## src/rtl/hwpe_stream_narrow_if.sv

```systemverilog
// HWPE-Stream handshake bundle: data/strobe with valid/ready.
interface hwpe_stream_intf_stream #(
    parameter int unsigned DATA_WIDTH = 32
);
    logic                    valid;
    logic                    ready;
    logic [DATA_WIDTH-1:0]   data;
    logic [DATA_WIDTH/8-1:0] strb;

    modport source (output valid, output data, output strb, input ready);
    modport sink   (input valid, input data, input strb, output ready);
endinterface

```

## src/rtl/hwpe_stream_narrow.sv

```systemverilog
// Width downsizer: one wide push word becomes RATIO narrow pop beats, lowest slice first.
// Define HWPE_STREAM_NARROW_SKIP_EN to drop beats whose strobe slice is all zero.
module hwpe_stream_narrow #(
    parameter int unsigned DATA_WIDTH_IN = 128,
    parameter int unsigned RATIO         = 4
) (
    input  logic                       clk_i,
    input  logic                       rst_ni,
    input  logic                       clear_i,
    output logic                       busy_o,
    output logic [$clog2(RATIO)-1:0]   beat_o,
    hwpe_stream_intf_stream.sink       push_i,
    hwpe_stream_intf_stream.source     pop_o
);
    localparam int unsigned DW_OUT = DATA_WIDTH_IN / RATIO;
    localparam int unsigned SW_IN  = DATA_WIDTH_IN / 8;
    localparam int unsigned SW_OUT = DW_OUT / 8;
    localparam int unsigned CW     = $clog2(RATIO);

    typedef enum logic {EMPTY, HOLD} state_e;

    state_e                   state_q, state_d;
    logic [CW-1:0]            cnt_q, cnt_d;
    logic [DATA_WIDTH_IN-1:0] data_q;
    logic [SW_IN-1:0]         strb_q;
    logic                     full_q, accept, pop_hs, last_beat, first_ok;
    logic [CW-1:0]            first_idx, next_idx;

`ifdef HWPE_STREAM_NARROW_SKIP_EN
    logic next_ok;

    // {found, index} of the lowest slice at or above 'from' with a nonzero strobe
    function automatic logic [CW:0] find_nz(input logic [SW_IN-1:0] s, input int unsigned from);
        logic [CW:0] r;
        r = '0;
        for (int unsigned k = 0; k < RATIO; k++)
            if (!r[CW] && k >= from && |s[k*SW_OUT +: SW_OUT]) r = {1'b1, CW'(k)};
        return r;
    endfunction

    always_comb begin
        {first_ok, first_idx} = find_nz(push_i.strb, 0);
        {next_ok, next_idx}   = find_nz(strb_q, 32'(cnt_q) + 32'd1);
        last_beat             = ~next_ok;
    end
`else
    assign first_ok  = 1'b1;
    assign first_idx = '0;
    assign next_idx  = cnt_q + CW'(1);
    assign last_beat = (cnt_q == CW'(RATIO - 1));
`endif

    assign full_q       = (state_q == HOLD);
    assign pop_hs       = full_q & pop_o.ready;
    assign push_i.ready = ~full_q | (pop_o.ready & last_beat);
    assign accept       = push_i.valid & push_i.ready;

    // accept can only coincide with a pop on the last beat, so it also covers the reload
    always_comb begin
        state_d = state_q;
        cnt_d   = cnt_q;
        if (clear_i) begin
            state_d = EMPTY;
            cnt_d   = '0;
        end else if (accept) begin
            state_d = first_ok ? HOLD : EMPTY;
            cnt_d   = first_ok ? first_idx : '0;
        end else if (pop_hs) begin
            if (last_beat) begin
                state_d = EMPTY;
                cnt_d   = '0;
            end else begin
                cnt_d   = next_idx;
            end
        end
    end

    always_ff @(posedge clk_i or negedge rst_ni) begin
        if (!rst_ni) begin
            state_q <= EMPTY;
            cnt_q   <= '0;
            data_q  <= '0;
            strb_q  <= '0;
        end else begin
            state_q <= state_d;
            cnt_q   <= cnt_d;
            if (clear_i) begin
                data_q <= '0;
                strb_q <= '0;
            end else if (accept) begin
                data_q <= push_i.data;
                strb_q <= push_i.strb;
            end
        end
    end

    always_comb begin
        pop_o.valid = full_q;
        pop_o.data  = '0;
        pop_o.strb  = '0;
        if (full_q) begin
            pop_o.data = data_q[cnt_q*DW_OUT +: DW_OUT];
            pop_o.strb = strb_q[cnt_q*SW_OUT +: SW_OUT];
        end
    end

    assign busy_o = full_q;
    assign beat_o = cnt_q;
endmodule

```

## src/flat_wrapper.sv

```systemverilog
// flat-port wrapper written by rule: the top's interface ports become plain ports
module hwpe_stream_narrow_flat 
#(
    parameter int unsigned DATA_WIDTH_IN = 128,
    parameter int unsigned RATIO         = 4
)
  (clk_i, rst_ni, clear_i, busy_o, beat_o, push_i_valid, push_i_data, push_i_strb, push_i_ready, pop_o_valid, pop_o_data, pop_o_strb, pop_o_ready);
  hwpe_stream_intf_stream #(.DATA_WIDTH((128))) push_i_i ();
  hwpe_stream_intf_stream #(.DATA_WIDTH(((128) / (4)))) pop_o_i ();
  input  logic clk_i;
  input  logic rst_ni;
  input  logic clear_i;
  output logic busy_o;
  output logic [$clog2(RATIO)-1:0] beat_o;
  input wire logic [$bits(push_i_i.valid)-1:0] push_i_valid;
  input wire logic [$bits(push_i_i.data)-1:0] push_i_data;
  input wire logic [$bits(push_i_i.strb)-1:0] push_i_strb;
  output wire logic [$bits(push_i_i.ready)-1:0] push_i_ready;
  output wire logic [$bits(pop_o_i.valid)-1:0] pop_o_valid;
  output wire logic [$bits(pop_o_i.data)-1:0] pop_o_data;
  output wire logic [$bits(pop_o_i.strb)-1:0] pop_o_strb;
  input wire logic [$bits(pop_o_i.ready)-1:0] pop_o_ready;
  assign push_i_i.valid = push_i_valid;
  assign push_i_i.data = push_i_data;
  assign push_i_i.strb = push_i_strb;
  assign push_i_ready = push_i_i.ready;
  assign pop_o_valid = pop_o_i.valid;
  assign pop_o_data = pop_o_i.data;
  assign pop_o_strb = pop_o_i.strb;
  assign pop_o_i.ready = pop_o_ready;
  hwpe_stream_narrow #(.DATA_WIDTH_IN(DATA_WIDTH_IN), .RATIO(RATIO)) u_core (.clk_i(clk_i), .rst_ni(rst_ni), .clear_i(clear_i), .busy_o(busy_o), .beat_o(beat_o), .push_i(push_i_i), .pop_o(pop_o_i));
endmodule
```

## config.mk

```make
export PLATFORM = sky130hd
export DESIGN_NAME = hwpe_stream_narrow_flat
export DESIGN_NICKNAME = d
export VERILOG_FILES = /design/src/rtl/hwpe_stream_narrow_if.sv /design/src/rtl/hwpe_stream_narrow.sv /design/src/flat_wrapper.sv
export SDC_FILE = /design/constraint.sdc
export NUM_CORES = 1
export LEC_CHECK = 0
export CORE_ASPECT_RATIO = 1.25
export CORE_MARGIN = 5
export CORE_UTILIZATION = 47
export CTS_CLUSTER_DIAMETER = 30
export CTS_CLUSTER_SIZE = 12
export DETAILED_ROUTE_END_ITERATION = 6
export GPL_ROUTABILITY_DRIVEN = 0
export PLACE_DENSITY = 0.8
export RECOVER_POWER = 50
export SLEW_MARGIN = 20
export SYNTH_ARGS = -nofsm -noshare
export SYNTH_HDL_FRONTEND = slang
export SYNTH_SLANG_ARGS = --single-unit
```

## constraint.sdc

```tcl
create_clock -name clk_i -period 2.6 [get_ports clk_i]
set_input_delay 0.52 -clock clk_i [delete_from_list [all_inputs] [get_ports clk_i]]
set_output_delay 0.52 -clock clk_i [all_outputs]
set_load 0.1 [all_outputs]
```

* Word level (Yosys, flattened, before mapping)
Index checks and enable logic that the tools add are counted.
Cells by class: add/sub/neg operators 1, shift-type cells 2, bitwise logic cells 5, muxes and demuxes 14, reductions and logical operators 4, eq/ne operators 1
Operator list (count):
- 128-bit two-way mux | 2
- 128-bit by 8-bit indexed part select with 32-bit output | 1
- 16-bit two-way mux | 2
- 32-bit two-way mux | 1
- 16-bit by 5-bit indexed part select with 4-bit output | 1
- 2-bit two-way mux | 4
- 3-bit nonzero test | 2
- 1-bit two-way mux | 4
- 4-bit two-way mux | 1
- 1-bit bitwise AND | 3
- 2-bit by 1-bit adder with 2-bit output (second input constant) | 1
- 2-bit == test (second input constant) | 1
- 2-bit AND reduction | 1
- 2-bit nonzero test | 1
- 1-bit inverter | 1
- 1-bit bitwise OR | 1
Storage, ports and cells: logic and storage cells 31, output and inout port bits 41, bits in registers 147

* Depth between registers and ports, before layout
Gate-level depths: netlist of the first run.
word-level depth 6, mapped depth 7

* Worst setup path after synthesis of the first run
No wires, ideal clock.
kind register to output, start point register u_core.cnt_q[0], in the netlist u_core.beat_o[0], end point output port pop_o_data[26], stages on the path, launching flop included 5, path buffers 2, slack -0.488 ns, required time 2.080 ns, arrival time 2.568 ns, cell sequence dfrtp_1 buf_4 buf_2 mux4_2 and2_1
Between the ends: cells in the longest elaborated chain, start to end 2
Ends and longest elaborated chain:
- from (decl) | line hwpe_stream_narrow.sv:23 | logic [CW-1:0] cnt_q, cnt_d;
- from (signal assigned) | line hwpe_stream_narrow.sv:86 | cnt_q <= cnt_d;
- 128-bit by 8-bit indexed part select with 32-bit output | line hwpe_stream_narrow.sv:102 | pop_o.data = data_q[cnt_q*DW_OUT +: DW_OUT];
- 32-bit two-way mux | line hwpe_stream_narrow.sv:101 | if (full_q) begin
- to (decl) | line flat_wrapper.sv:20 | output wire logic [$bits(pop_o_i.data)-1:0] pop_o_data;
Every way passes these cells.

* Worst setup path after layout of the first run
start point register u_core.cnt_q[0], in the netlist u_core.beat_o[0], end point output port pop_o_data[15]
Same word-level chain as after synthesis.

==> impl_metrics.csv, run 1 <==
group,metric,value,unit
global_route,largest_net_degree_at_the_start_of_global_routing,105,
worst_setup_path,worstPathCellList,"buf_12 > mux4_2 > and2_2 > buf_12",
global_route,grt_pass1_wl,28300,µm
status,status,"completed",
worst_setup_path,worst_ep_required_time,2080,ps
synth,yosys_warnings,0,
power_and_ir_drop,vdd.ir_drop.worst,389,µV
routing,route.detailed.drc,0,
power_and_ir_drop,powerDensity,627,nW/µm²
global_route,first_global_vias,5241,
clock_network,cts.htree.levels,4,
routing,post_dr_wirelength_cell,22.3,µm
clock_network,max-clock-path-buffers,2,
routing,drt_iter0_drc,325,
worst_setup_path,critical_path_arrival,2010,ps
worst_setup_path,worst-path-max-fanout,21,
clock_network,cts_tree,"yes",
routing,routed-via-count,4633,
synth,synthesis.instances,423,
worst_setup_path,timing.critical_path.mode_cell,"buf_12",
worst_setup_path,timing.critical_path.from_type,"flip-flop",
global_route,overflow,0,
clock_network,hold_buffers,0,
global_route,global_route.usage.total,22.7,%
routing,dr.pass1.iters,4,
clock_network,cts-buffers-inserted,17,
synth,mappedNetlistArea,6310,µm²
cells_and_area,antenna_cells_inserted,0,
cells_and_area,finish.utilization,70.8,%
global_route,grt_antenna_before_repair,0,
floorplan,start_util,47.7,%
routing,drtAntennaViolNets,0,
worst_setup_path,cp.buffers_inverters,2,
synth,combinational_family_with_the_most_area_after_synthesis,"compound AO/OA/AOI/OAI gates",
synth,seq_area_frac_synth,58.3,%
timing,report.final.hold_viol_count,0,
timing,maxSlewHeadroom,19.4,%
floorplan,pin_count,190,
timing,slew_viol_final,0,
power_and_ir_drop,power,5.87,mW
clock_network,clkSlewWorstSetupHoldPaths,60,ps
worst_setup_path,critical_path.reg2reg.endpoint,"u_core.data_q[55]",
worst_setup_path,delay_heaviest_family_cp,"multiplexers",
floorplan,coreArea,13200,µm²
placement,place_hpwl,11700,µm
timing,setup_viol,0,
worst_setup_path,cp_slowest_stage_delay,520,ps
timing,post-route-period-util,97.1,%
cells_and_area,nNetsFinal,750,
clock_network,cts.repair.resized,0,
clock_network,cts-root-buf,"clkbuf_16",
routing,drt-total-wl,17400,µm
worst_setup_path,worst_r2r_startpoint,"u_core.beat_o[0]",
hold_path,hp-class,"primary input to asynchronous set/reset pin",
floorplan,std_cell_rows,47,
synth,yosys-mux-area-fraction,12.8,%
synth,synth_compound_gate_area_share,20.7,%
synth,ys_seq_elements,147,
run,maxCapViolCount,0,
cells_and_area,drive_above_1_share,24.9,%
clock_network,cts.sinks,147,
worst_setup_path,r2r.worst_path.cells,7,
routing,via_per_inst,5.92,
worst_setup_path,timing.critical_path.slowest_stage_cell,"mux4_2",
clock_network,post-cts-setup-buffers,0,
clock_network,worst_skew_pair_later_pin_latency,410,ps
timing,layout_min_cycle_time,2530,ps
floorplan,die_h,140,µm
timing,fin_setup_tns,0,ps
cells_and_area,syn2layout_area_growth,48.3,%
synth,synth_area_per_cell,14.9,µm²
synth,synth_nets,573,
timing,max_clock_freq,396,MHz
synth,synth_adder_area_share,0.198,%
worst_setup_path,setup.worst_path.class,"flip-flop to output pin",
floorplan,design.die.area,15900,µm²
worst_setup_path,setup.reg_to_reg.worst_slack,180,ps
timing,tightest_slew,1210,ps
synth,synthSimpleGateAreaFrac,4.30,%
power_and_ir_drop,cellLeakagePower,4.10,nW
timing,grt_setup_unrepaired,"false",
floorplan,floorplan.die.width,114,µm
placement,number_of_input_and_output_port_buffers_inserted,189,
synth,synth_xor_area_share,0,%
timing,clock-skew-final,7.45,ps
worst_setup_path,worstSetupEndpointType,"output pin",
synth,synth_cell_types,19,
[Yosys cell counts]
cell type | instances | area (µm²)
dfrtp_1 | 147 | 3680
a22o_1 | 144 | 1260
and2_1 | 36 | 225
mux4_2 | 36 | 811
buf_2 | 18 | 90.1
clkbuf_1 | 15 | 56.3
buf_4 | 11 | 82.6
nor2_1 | 3 | 11.3
a21oi_1 | 2 | 10.0
o21ai_0 | 2 | 10.0
a21boi_2 | 1 | 11.3
a21oi_4 | 1 | 16.3
ha_1 | 1 | 12.5
inv_2 | 1 | 3.75
nand2_1 | 1 | 3.75
nand4_1 | 1 | 6.26
nor2b_1 | 1 | 6.26
nor3b_1 | 1 | 7.51
or4bb_1 | 1 | 11.3
[layer usage]
layer  vias up  global-route usage (%)  part of all wire, %  routed length, µm
li1       2012                       -                    -                  -
met1      2405                    29.8                   40               6970
met2       193                    37.0                   51               8870
met3        23                    6.04                  7.1               1230
met4         0                    6.84                  2.0                356
met5         -                       0                    0                  0
[metrics by stage]
step / hold WS, ps / std cells / area, µm² / setup WS [ps]
floorplan: 224 / 423 / 6360 / 31.7
global placement: 477 / 752 / 8820 / 443
detailed placement: 477 / 752 / 8820 / 376
CTS: 56.6 / 782 / 9420 / 37.2
global route: 474 / 782 / 9370 / 0.304
finish: 357 / 782 / 9370 / 74.2
[power breakdown]
| part | switching, mW | internal (mW) |
|---|---|---|
| Clock | 0.908 | 1.55 |
| Combinational | 0.436 | 0.477 |
| Sequential | 0.0848 | 2.42 |
| Total | 1.43 | 4.45 |
[logic make-up (layout without fill, tap and decap cells)]
family,Yosys count,after routing
AND/OR/NAND/NOR,44,44
adder cells (fa/ha/maj),1,1
buffers and inverters,45,233
flip-flops,147,147
AO/OA/AOI/OAI,150,150
multiplexers,36,36
[placed cells by master, fill, tap and decap left out, types with 3 or more instances in the layout]
cell / count
a21oi_1: 3
a22o_1: 144
and2_1: 6
and2_2: 30
buf_12: 45
buf_4: 5
bufinv_16: 3
clkbuf_1: 3
clkbuf_16: 17
clkdlybuf4s50_1: 147
clkinvlp_4: 3
dfrtp_1: 145
mux4_2: 36
nor2_1: 3
[sequential cells by signal, summed over array words and instances (netlist names)]
signal,cells
u_core.busy_o,1
u_core.data_q,128
u_core.beat_o,2
u_core.strb_q,16
[final cells by class]
class,instances,area [µm²]
Clock inverter,9,131
Multi-Input combinational cell,231,2430
Sequential cell,147,3680
Timing Repair Buffer,202,2440
Fill cell,871,3860
Tap cell,171,214
Inverter,1,3.75
Clock buffer,21,460
[worst max-delay path by stage]
stage | from | end | cells after the start | slack (ps)
6_report | u_core.beat_o[0] | pop_o_data[15] | 4 | 70
5_1_grt | u_core.beat_o[0] | pop_o_data[23] | 4 | 0.3
4_1_cts | u_core.beat_o[0] | pop_o_data[9] | 4 | 40
3_5_place_dp | pop_o_ready | u_core.data_q[100] | 6 | 380
3_3_place_gp | pop_o_ready | u_core.data_q[58] | 6 | 440
2_1_floorplan | u_core.beat_o[0] | pop_o_data[26] | 4 | 30
[worst register-to-register path, cell delays in order, from the launching register on]
cell	delay, ps
dfrtp_4	500
buf_12	180
ha_1	250
a21boi_2	190
inv_1	110
a21oi_1	290
clkbuf_4	580
a22o_1	250
Note: power is estimated with default switching activity, not from simulation.
==> run 2: changes to the inputs <==
--- a/config.mk
+++ b/config.mk
@@ -5,6 +5,7 @@
 export SDC_FILE = /design/constraint.sdc
 export NUM_CORES = 1
 export LEC_CHECK = 0
+export CAP_MARGIN = 20
 export CORE_ASPECT_RATIO = 1.25
 export CORE_MARGIN = 5
 export CORE_UTILIZATION = 47
==> results of run 2 <==
The final DEF is identical to that of run 1; final timing and power are the same.
